===== src/rtl/csr_unit.sv =====
// Machine-mode CSR file with a RUN/SLEEP/TRAP sequencer for external-interrupt traps, WFI and MRET.
// Optional 64-bit mcycle/minstret counters are built only when CSR_COUNTER_EN is defined.
module csr_unit #(
   parameter int                DATA_W    = 32,
   parameter logic [DATA_W-1:0] MTVEC_RST = 32'h0000_1000
) (
   input  logic              clk,
   input  logic              rst,
   input  logic              csr_read,
   input  logic              csr_write,
   input  logic [1:0]        csr_op,
   input  logic [11:0]       csr_addr,
   input  logic [DATA_W-1:0] csr_wdata,
   input  logic              wfi_req,
   input  logic              mret_req,
   input  logic              ext_irq,
   input  logic [DATA_W-1:0] pc_epc,
   input  logic              instret_inc,
   output logic [DATA_W-1:0] csr_rdata,
   output logic              interrupt,
   output logic              sleep,
   output logic              trap_taken,
   output logic [DATA_W-1:0] trap_pc,
   output logic              mret_taken,
   output logic [DATA_W-1:0] mepc_out
);

   localparam logic [11:0] ADDR_MSTATUS = 12'h300;
   localparam logic [11:0] ADDR_MIE     = 12'h304;
   localparam logic [11:0] ADDR_MTVEC   = 12'h305;
   localparam logic [11:0] ADDR_MEPC    = 12'h341;
   localparam logic [11:0] ADDR_MCAUSE  = 12'h342;
   localparam logic [11:0] ADDR_MIP     = 12'h344;
   localparam logic [DATA_W-1:0] MCAUSE_MEI = {1'b1, {(DATA_W-5){1'b0}}, 4'hB};
   localparam logic [DATA_W-1:0] EPC_MASK   = {{(DATA_W-2){1'b1}}, 2'b00};

   typedef enum logic [1:0] {ST_RUN, ST_SLEEP, ST_TRAP} state_t;

   state_t            r_state, w_state_nxt;
   logic              r_mstatus_mie, r_mstatus_mpie, r_mie_meie;
   logic              r_irq_sync, r_mip_meip, r_mret_taken;
   logic [DATA_W-1:0] r_mtvec, r_mepc, r_mcause;
   logic [DATA_W-1:0] w_csr_val, w_csr_new;
   logic              w_wr_en, w_take, w_do_trap, w_do_mret;

   function automatic logic [DATA_W-1:0] csr_apply(input logic [1:0]        op,
                                                   input logic [DATA_W-1:0] old_v,
                                                   input logic [DATA_W-1:0] wd);
      case (op)
         2'b01:   csr_apply = wd;
         2'b10:   csr_apply = old_v | wd;
         2'b11:   csr_apply = old_v & ~wd;
         default: csr_apply = old_v;
      endcase
   endfunction

`ifdef CSR_COUNTER_EN
   localparam logic [11:0] ADDR_MCYCLE    = 12'hB00;
   localparam logic [11:0] ADDR_MCYCLEH   = 12'hB80;
   localparam logic [11:0] ADDR_MINSTRET  = 12'hB02;
   localparam logic [11:0] ADDR_MINSTRETH = 12'hB82;
   localparam logic [2*DATA_W-1:0] CNT_ONE = {{(2*DATA_W-1){1'b0}}, 1'b1};
   logic [2*DATA_W-1:0] r_mcycle, r_minstret;
`else
   // Kept only so the retire strobe is not flagged as dangling in this build.
   logic w_unused_instret;
   assign w_unused_instret = instret_inc;
`endif

   // Read mux is also the "old" operand for set/clear writes.
   always_comb begin
      w_csr_val = '0;
      case (csr_addr)
         ADDR_MSTATUS: begin
            w_csr_val[12:11] = 2'b11;
            w_csr_val[7]     = r_mstatus_mpie;
            w_csr_val[3]     = r_mstatus_mie;
         end
         ADDR_MIE:     w_csr_val[11] = r_mie_meie;
         ADDR_MTVEC:   w_csr_val = r_mtvec;
         ADDR_MEPC:    w_csr_val = r_mepc;
         ADDR_MCAUSE:  w_csr_val = r_mcause;
         ADDR_MIP:     w_csr_val[11] = r_mip_meip;
`ifdef CSR_COUNTER_EN
         ADDR_MCYCLE:    w_csr_val = r_mcycle[DATA_W-1:0];
         ADDR_MCYCLEH:   w_csr_val = r_mcycle[2*DATA_W-1:DATA_W];
         ADDR_MINSTRET:  w_csr_val = r_minstret[DATA_W-1:0];
         ADDR_MINSTRETH: w_csr_val = r_minstret[2*DATA_W-1:DATA_W];
`endif
         default:      w_csr_val = '0;
      endcase
   end

   assign csr_rdata  = (csr_read && !rst) ? w_csr_val : '0;
   assign w_csr_new  = csr_apply(csr_op, w_csr_val, csr_wdata);
   assign w_wr_en    = csr_write && (csr_op != 2'b00);
   assign interrupt  = r_mip_meip & r_mie_meie;
   assign w_take     = interrupt & r_mstatus_mie;
   assign w_do_mret  = (r_state == ST_RUN) && mret_req;
   assign w_do_trap  = (w_state_nxt == ST_TRAP) && (r_state != ST_TRAP);
   assign sleep      = (r_state == ST_SLEEP);
   assign trap_taken = (r_state == ST_TRAP);
   assign mret_taken = r_mret_taken;
   assign trap_pc    = r_mtvec & EPC_MASK;
   assign mepc_out   = r_mepc;

   // MRET has priority over a trap in RUN; the trap is re-evaluated next cycle.
   always_comb begin
      w_state_nxt = r_state;
      case (r_state)
         ST_RUN: begin
            if (mret_req)                    w_state_nxt = ST_RUN;
            else if (w_take)                 w_state_nxt = ST_TRAP;
            else if (wfi_req && !interrupt)  w_state_nxt = ST_SLEEP;
         end
         ST_SLEEP: begin
            if (w_take)                      w_state_nxt = ST_TRAP;
            else if (interrupt)              w_state_nxt = ST_RUN;
         end
         ST_TRAP:                            w_state_nxt = ST_RUN;
         default:                            w_state_nxt = ST_RUN;
      endcase
   end

   always_ff @(posedge clk or posedge rst) begin
      if (rst) begin
         r_state        <= ST_RUN;
         r_irq_sync     <= 1'b0;
         r_mip_meip     <= 1'b0;
         r_mret_taken   <= 1'b0;
         r_mstatus_mie  <= 1'b0;
         r_mstatus_mpie <= 1'b0;
         r_mie_meie     <= 1'b0;
         r_mtvec        <= MTVEC_RST;
         r_mepc         <= '0;
         r_mcause       <= '0;
      end else begin
         r_state      <= w_state_nxt;
         r_irq_sync   <= ext_irq;
         r_mip_meip   <= r_irq_sync;
         r_mret_taken <= w_do_mret;
         // Hardware trap/return updates beat a software write to the same CSR.
         if (w_do_trap) begin
            r_mstatus_mpie <= r_mstatus_mie;
            r_mstatus_mie  <= 1'b0;
         end else if (w_do_mret) begin
            r_mstatus_mie  <= r_mstatus_mpie;
            r_mstatus_mpie <= 1'b1;
         end else if (w_wr_en && csr_addr == ADDR_MSTATUS) begin
            r_mstatus_mie  <= w_csr_new[3];
            r_mstatus_mpie <= w_csr_new[7];
         end
         if (w_do_trap) begin
            r_mepc   <= pc_epc & EPC_MASK;
            r_mcause <= MCAUSE_MEI;
         end else if (w_wr_en) begin
            if (csr_addr == ADDR_MEPC)   r_mepc   <= w_csr_new & EPC_MASK;
            if (csr_addr == ADDR_MCAUSE) r_mcause <= w_csr_new;
         end
         if (w_wr_en && csr_addr == ADDR_MIE)   r_mie_meie <= w_csr_new[11];
         if (w_wr_en && csr_addr == ADDR_MTVEC) r_mtvec    <= w_csr_new;
      end
   end

`ifdef CSR_COUNTER_EN
   // A software write to either half suppresses that cycle's increment.
   always_ff @(posedge clk or posedge rst) begin
      if (rst) begin
         r_mcycle   <= '0;
         r_minstret <= '0;
      end else begin
         if (w_wr_en && csr_addr == ADDR_MCYCLE)
            r_mcycle[DATA_W-1:0] <= w_csr_new;
         else if (w_wr_en && csr_addr == ADDR_MCYCLEH)
            r_mcycle[2*DATA_W-1:DATA_W] <= w_csr_new;
         else
            r_mcycle <= r_mcycle + CNT_ONE;
         if (w_wr_en && csr_addr == ADDR_MINSTRET)
            r_minstret[DATA_W-1:0] <= w_csr_new;
         else if (w_wr_en && csr_addr == ADDR_MINSTRETH)
            r_minstret[2*DATA_W-1:DATA_W] <= w_csr_new;
         else if (instret_inc)
            r_minstret <= r_minstret + CNT_ONE;
      end
   end
`endif

endmodule


===== config.mk =====
export PLATFORM = sky130hd
export DESIGN_NAME = csr_unit
export DESIGN_NICKNAME = d
export VERILOG_FILES = /design/src/rtl/csr_unit.sv
export SDC_FILE = /design/constraint.sdc
export NUM_CORES = 1
export LEC_CHECK = 0
export BUFFER_PORTS_ARGS = -buffer_cell sky130_fd_sc_hd__buf_2
export CAP_MARGIN = 25
export CORE_UTILIZATION = 57
export DETAILED_ROUTE_END_ITERATION = 6
export GPL_ROUTABILITY_DRIVEN = 0
export PLACE_DENSITY = 0.95
export SYNTH_ARGS = -nofsm -noshare
export SYNTH_HDL_FRONTEND = slang
export SYNTH_SLANG_ARGS = --single-unit

===== constraint.sdc =====
create_clock -name clk -period 6.9 [get_ports clk]
set_input_delay 1.38 -clock clk [delete_from_list [all_inputs] [get_ports clk]]
set_output_delay 1.38 -clock clk [all_outputs]
set_load 0.05 [all_outputs]

# Yosys cells after proc, flatten, opt, wreduce, memory -nomap -nowiden
# Index checks and enable logic that the tools add are counted.
# W data, S select, Z words.
dict set report op_classes {
  eq_ne 13
  n_bitwise 5
  div 0
  n_shift 0
  reduce_logical 18
  multipliers 0
  magnitude_cmp 0
  muxes 28
  n_addsub 0
}
# op count
set ops {}
lappend ops {{$mux W32} 7}
lappend ops {{$pmux W32 S3} 1}
lappend ops {{$eq A12 B10 Y1 const B} 6}
lappend ops {{$pmux W19 S3} 1}
lappend ops {{$and A32 B32 Y32} 1}
lappend ops {{$not A32 Y32} 1}
lappend ops {{$or A32 B32 Y32} 1}
lappend ops {{$pmux W3 S3} 3}
lappend ops {{$pmux W1 S4} 3}
lappend ops {{$mux W2} 5}
lappend ops {{$eq A2 B2 Y1 const B} 4}
lappend ops {{$logic_and A1 B1 Y1} 8}
lappend ops {{$reduce_bool A2 Y1} 4}
lappend ops {{$mux W1} 6}
lappend ops {{$pmux W1 S6} 1}
lappend ops {{$eq A2 B1 Y1 const B} 2}
lappend ops {{$pmux W2 S2} 1}
lappend ops {{$reduce_and A2 Y1} 2}
lappend ops {{$reduce_bool A3 Y1} 1}
lappend ops {{$and A1 B1 Y1} 2}
lappend ops {{$logic_not A1 Y1} 2}
lappend ops {{$logic_not A2 Y1} 1}
lappend ops {{$ne A2 B2 Y1 const B} 1}
dict set report word_totals {
  inputBits 86
  n_memories 0
  output_inout_bits 100
  ram_bits 0
  latch_bits 0
  mem_bits_ro 0
  regBits 104
}

# Longest topological paths before layout
dict set report depth {
  depth_word 11
  ltp_mapped 10
  mapped_depth_nobuf 7
}

# Worst setup path before layout
# OpenSTA, ideal clock, no wires.
dict set report synth_timing {
  path_kind {input-to-output}
  from {input rst}
  to {output csr_rdata[11]}
  stages 4
  arrival_ps 5309
  t_required_ps 5520
  n_path_buf 1
  path_slack_ps 211
  path_cell_list {inv_1 > nand3_1 > clkbuf_1 > nor3b_1}
}
dict set report synth_via {
  elab_chain_len 3
}
# element line_no
set synth_lines {}
lappend synth_lines {{start: declaration} 8} ;# input logic rst,
lappend synth_lines {{$logic_not A1 Y1 (no line)} n/a}
lappend synth_lines {{$logic_and A1 B1 Y1} 94} ;# assign csr_rdata = (csr_read && !rst) ? w_csr_val : '0;
lappend synth_lines {{$mux W32} 94}
lappend synth_lines {{end: declaration} 19} ;# output logic [DATA_W-1:0] csr_rdata,
# No other way between the ends.

# Worst setup path after layout
dict set report layout_timing {
  from {input csr_addr[3]}
  to {output csr_rdata[1]}
}
dict set report layout_via {
  elab_chain_len 3
  elab_cells_between_ends 5
  cone_classes {3 x eq/ne; 2 x mux}
}
# element line_no
set layout_lines {}
lappend layout_lines {{start: declaration} 12} ;# input logic [11:0] csr_addr,
lappend layout_lines {{$eq A12 B10 Y1} 73} ;# case (csr_addr)
lappend layout_lines {{$pmux W3 S3 (*)} 73}
lappend layout_lines {{$mux W32 (*)} 94}
# Every way passes the cells marked *; elsewhere a longest branch is shown, timed or not.

==> reports/results.ini <==
[drt]
drtIter0Drc = 767
post_drt_wl_per_cell_um = 19.07
vias_per_cell = 6.412
dr.pass1.iters = 6
wirelength_mm = 19.64
vias = 6604
ant_nets = 0
drc = 0

[cts]
htree_levels = 3
cts_setup_buffers = 0
cts.repair.resized = 0
clk_pin_slew_worst_paths_ns = 0.06
cts_tree = yes
cts_made_buffers = 9
insertion_delay_ns = 0.34
ctsHoldBuffers = 0
cts_root_buffer = clkbuf_16
clock-sinks = 102
clock_path_buffers = 2

[logic_synthesis]
yosys_warnings = 0
yosysTopAreaCell = dfrtp_1
synth_cell_type_count = 59
syn_inst = 774
ys_seq_area_share_pct = 39.54
synth_edf_count = 0
synth_area_mm2 = 0.006459
synth_area_leaders = dfrtp_1, a22o_1, nand2_1, o21ai_0, a22oi_1
async_flop_share_pct = 100.0
synth_area_per_cell_um2 = 8.345
yosysTopAreaCellShare_pct = 39.13
synthFlopType = dfrtp_1
synth-seq-cells = 102

[finish]
diodes = 0
area_growth_pct = 15.63
drive_gt1_share_pct = 25.06
final_util_pct = 68.30
finalNetCount = 973
fill_cells = 915

[power_and_ir_drop]
power.density_mw_per_mm2 = 178.9
ir_worst_vdd_mv = 0.1386
p_leak_nw = 3.466

[worst_setup_path]
crit_start = csr_addr[3]
r2r-end = r_mcause[30]$_DFFE_PP0P_
r2r-start = r_mie_meie$_DFFE_PP0P_
reg2reg_slack_ns = 4.18
cp-start-kind = input port
worst_ep_arrival_time_ns = 3.81
timing_worst_setup_path_type = input port to primary output
cp-end-kind = primary output
critPathMaxFanout = 19
crit_end = csr_rdata[1]
worstPathRequired_ns = 5.52
reg2regPathDepth = 9

[die]
dieArea_mm2 = 0.01176
ios = 186
core_mm2 = 0.01094
num_rows = 38
die_w_um = 108.4
die_h_um = 108.4
initial_core_util_pct = 59.06

[timing]
hold_viol_final = 0
finalCriticalPeriod_ns = 5.185
rsz0062_at_grt = no
slew_viol_final = 0
clock_skew_ns = 0.009475
relSlewSlack_pct = 31.28
fmax_ghz = 0.1929
period_share_pct = 75.15
worst_slew_pin_slew_ns = 1.027
setup_viol = 0
final.setup.tns_ns = 0
hold_ws_ns = 0.3772

[min_path]
hp-class = flip-flop to flip-flop
whs_path_depth = 0

[global_route]
antenna_found_initial = 0
grt_pass1_vias = 6198
grt_max_degree = 54
grt_first_pass_wirelength_mm = 30.69
grt_usage_pct = 33.83
grt-ovfl-total = 0

[place]
place_hpwl_mm = 12.85
io_buffers = 178

[status]
status = complete, no violations

[flow_run]
drv_cap = 0

## worst max-delay path, stage by stage
cell and delay (ns):
buf_2 0.10, nor4_1 0.54, and2_1 0.79, a32oi_1 0.18, nor4b_1 0.47, buf_2 0.34
## cells by family (layout without fill, tap and decap cells)
group / Yosys count / count (layout) / share of synthesized area [%]
other: 1 / 4 / 0.05806
flip-flops: 102 / 102 / 39.54
buffers and inverters: 116 / 229 / 9.221
XOR/XNOR: 31 / 31 / 4.204
AND/OR/NAND/NOR: 259 / 259 / 18.52
AO/OA/AOI/OAI: 264 / 264 / 28.28
multiplexers: 1 / 1 / 0.1743
## report_power, final
group          total, mW  internal [mW]  switching, mW
Clock              0.496          0.277          0.219
Sequential         0.624          0.612         0.0119
Combinational      0.216         0.0750          0.141
## registers in the layout (all words and copies together) (netlist names)
| register | flops |
|---|---|
| r_mie_meie | 1 |
| r_mstatus_mpie | 1 |
| r_mcause | 32 |
| r_state | 2 |
| mepc_out | 30 |
| mret_taken | 1 |
| r_mtvec | 32 |
| r_irq_sync | 1 |
| r_mstatus_mie | 1 |
| r_mip_meip | 1 |
## placed cells by master, fill, tap and decap left out, types with 9 or more instances in the layout
cell and n:
xnor2_1 31, a21oi_1 23, a22oi_1 41, a22o_1 57, nand2_1 128, nor2_1 54
o21ai_1 12, o21ai_0 71, dfrtp_1 101, o21a_1 17, clkbuf_16 9, a32oi_1 16
nand3_1 32, inv_1 17, buf_4 15, buf_2 178
## metrics by stage
stage	cell area [um2]	worst slack [ns]	std cells	power (mW)
3_3_place_gp	7132	1.808	1013	0.8424
2_1_floorplan	6470	0.2112	777	0.7806
5_1_grt	7468	1.616	1030	1.383
4_1_cts	7453	1.820	1029	1.337
6_report	7468	1.715	1030	1.336
3_5_place_dp	7174	1.803	1015	0.8472
## layer usage
metal	up-vias	part of all wire, %	track usage, %
met5	-	0	0
met4	0	3.5	16.12
met3	66	11	5.787
met2	461	47	54.61
met1	3137	39	44.15
li1	2940	-	-
## how the worst min path moves through the flow
| stage | endpoint | startpoint | slack (ns) |
|---|---|---|---|
| final | r_mip_meip$_DFF_PP0_ | r_irq_sync$_DFF_PP0_ | 0.38 |
| after global routing | r_mip_meip$_DFF_PP0_ | r_irq_sync$_DFF_PP0_ | 0.38 |
| after CTS | r_mip_meip$_DFF_PP0_ | r_irq_sync$_DFF_PP0_ | 0.38 |
| after detailed placement | r_mip_meip$_DFF_PP0_ | r_irq_sync$_DFF_PP0_ | 0.35 |
| after global placement | r_mip_meip$_DFF_PP0_ | r_irq_sync$_DFF_PP0_ | 0.35 |
| after floorplan | r_mip_meip$_DFF_PP0_ | r_irq_sync$_DFF_PP0_ | 0.33 |
## cells in the mapped netlist, drive strengths merged (5+ instances only)
cell type	n
nor2	55
nand3	32
o21ai	83
buf	55
o21a	17
a22o	57
nand3b	7
a32oi	16
dfrtp	101
and2	5
a21oi	23
nand2	128
a22oi	41
clkbuf	42
nor2b	6
a21boi	12
inv	18
xnor2	31
## area by class of cell
class	count	area (um2)	area share [%]
Timing Repair Buffer	196	1061	14.21
Inverter	19	73.82	0.9884
Multi-Input combinational cell	559	3326	44.53
Tap cell	140	175.2	2.345
Sequential cell	102	2554	34.19
Clock buffer	10	229.0	3.066
Clock inverter	4	50.05	0.6701
(Power assumes the default switching activity.)
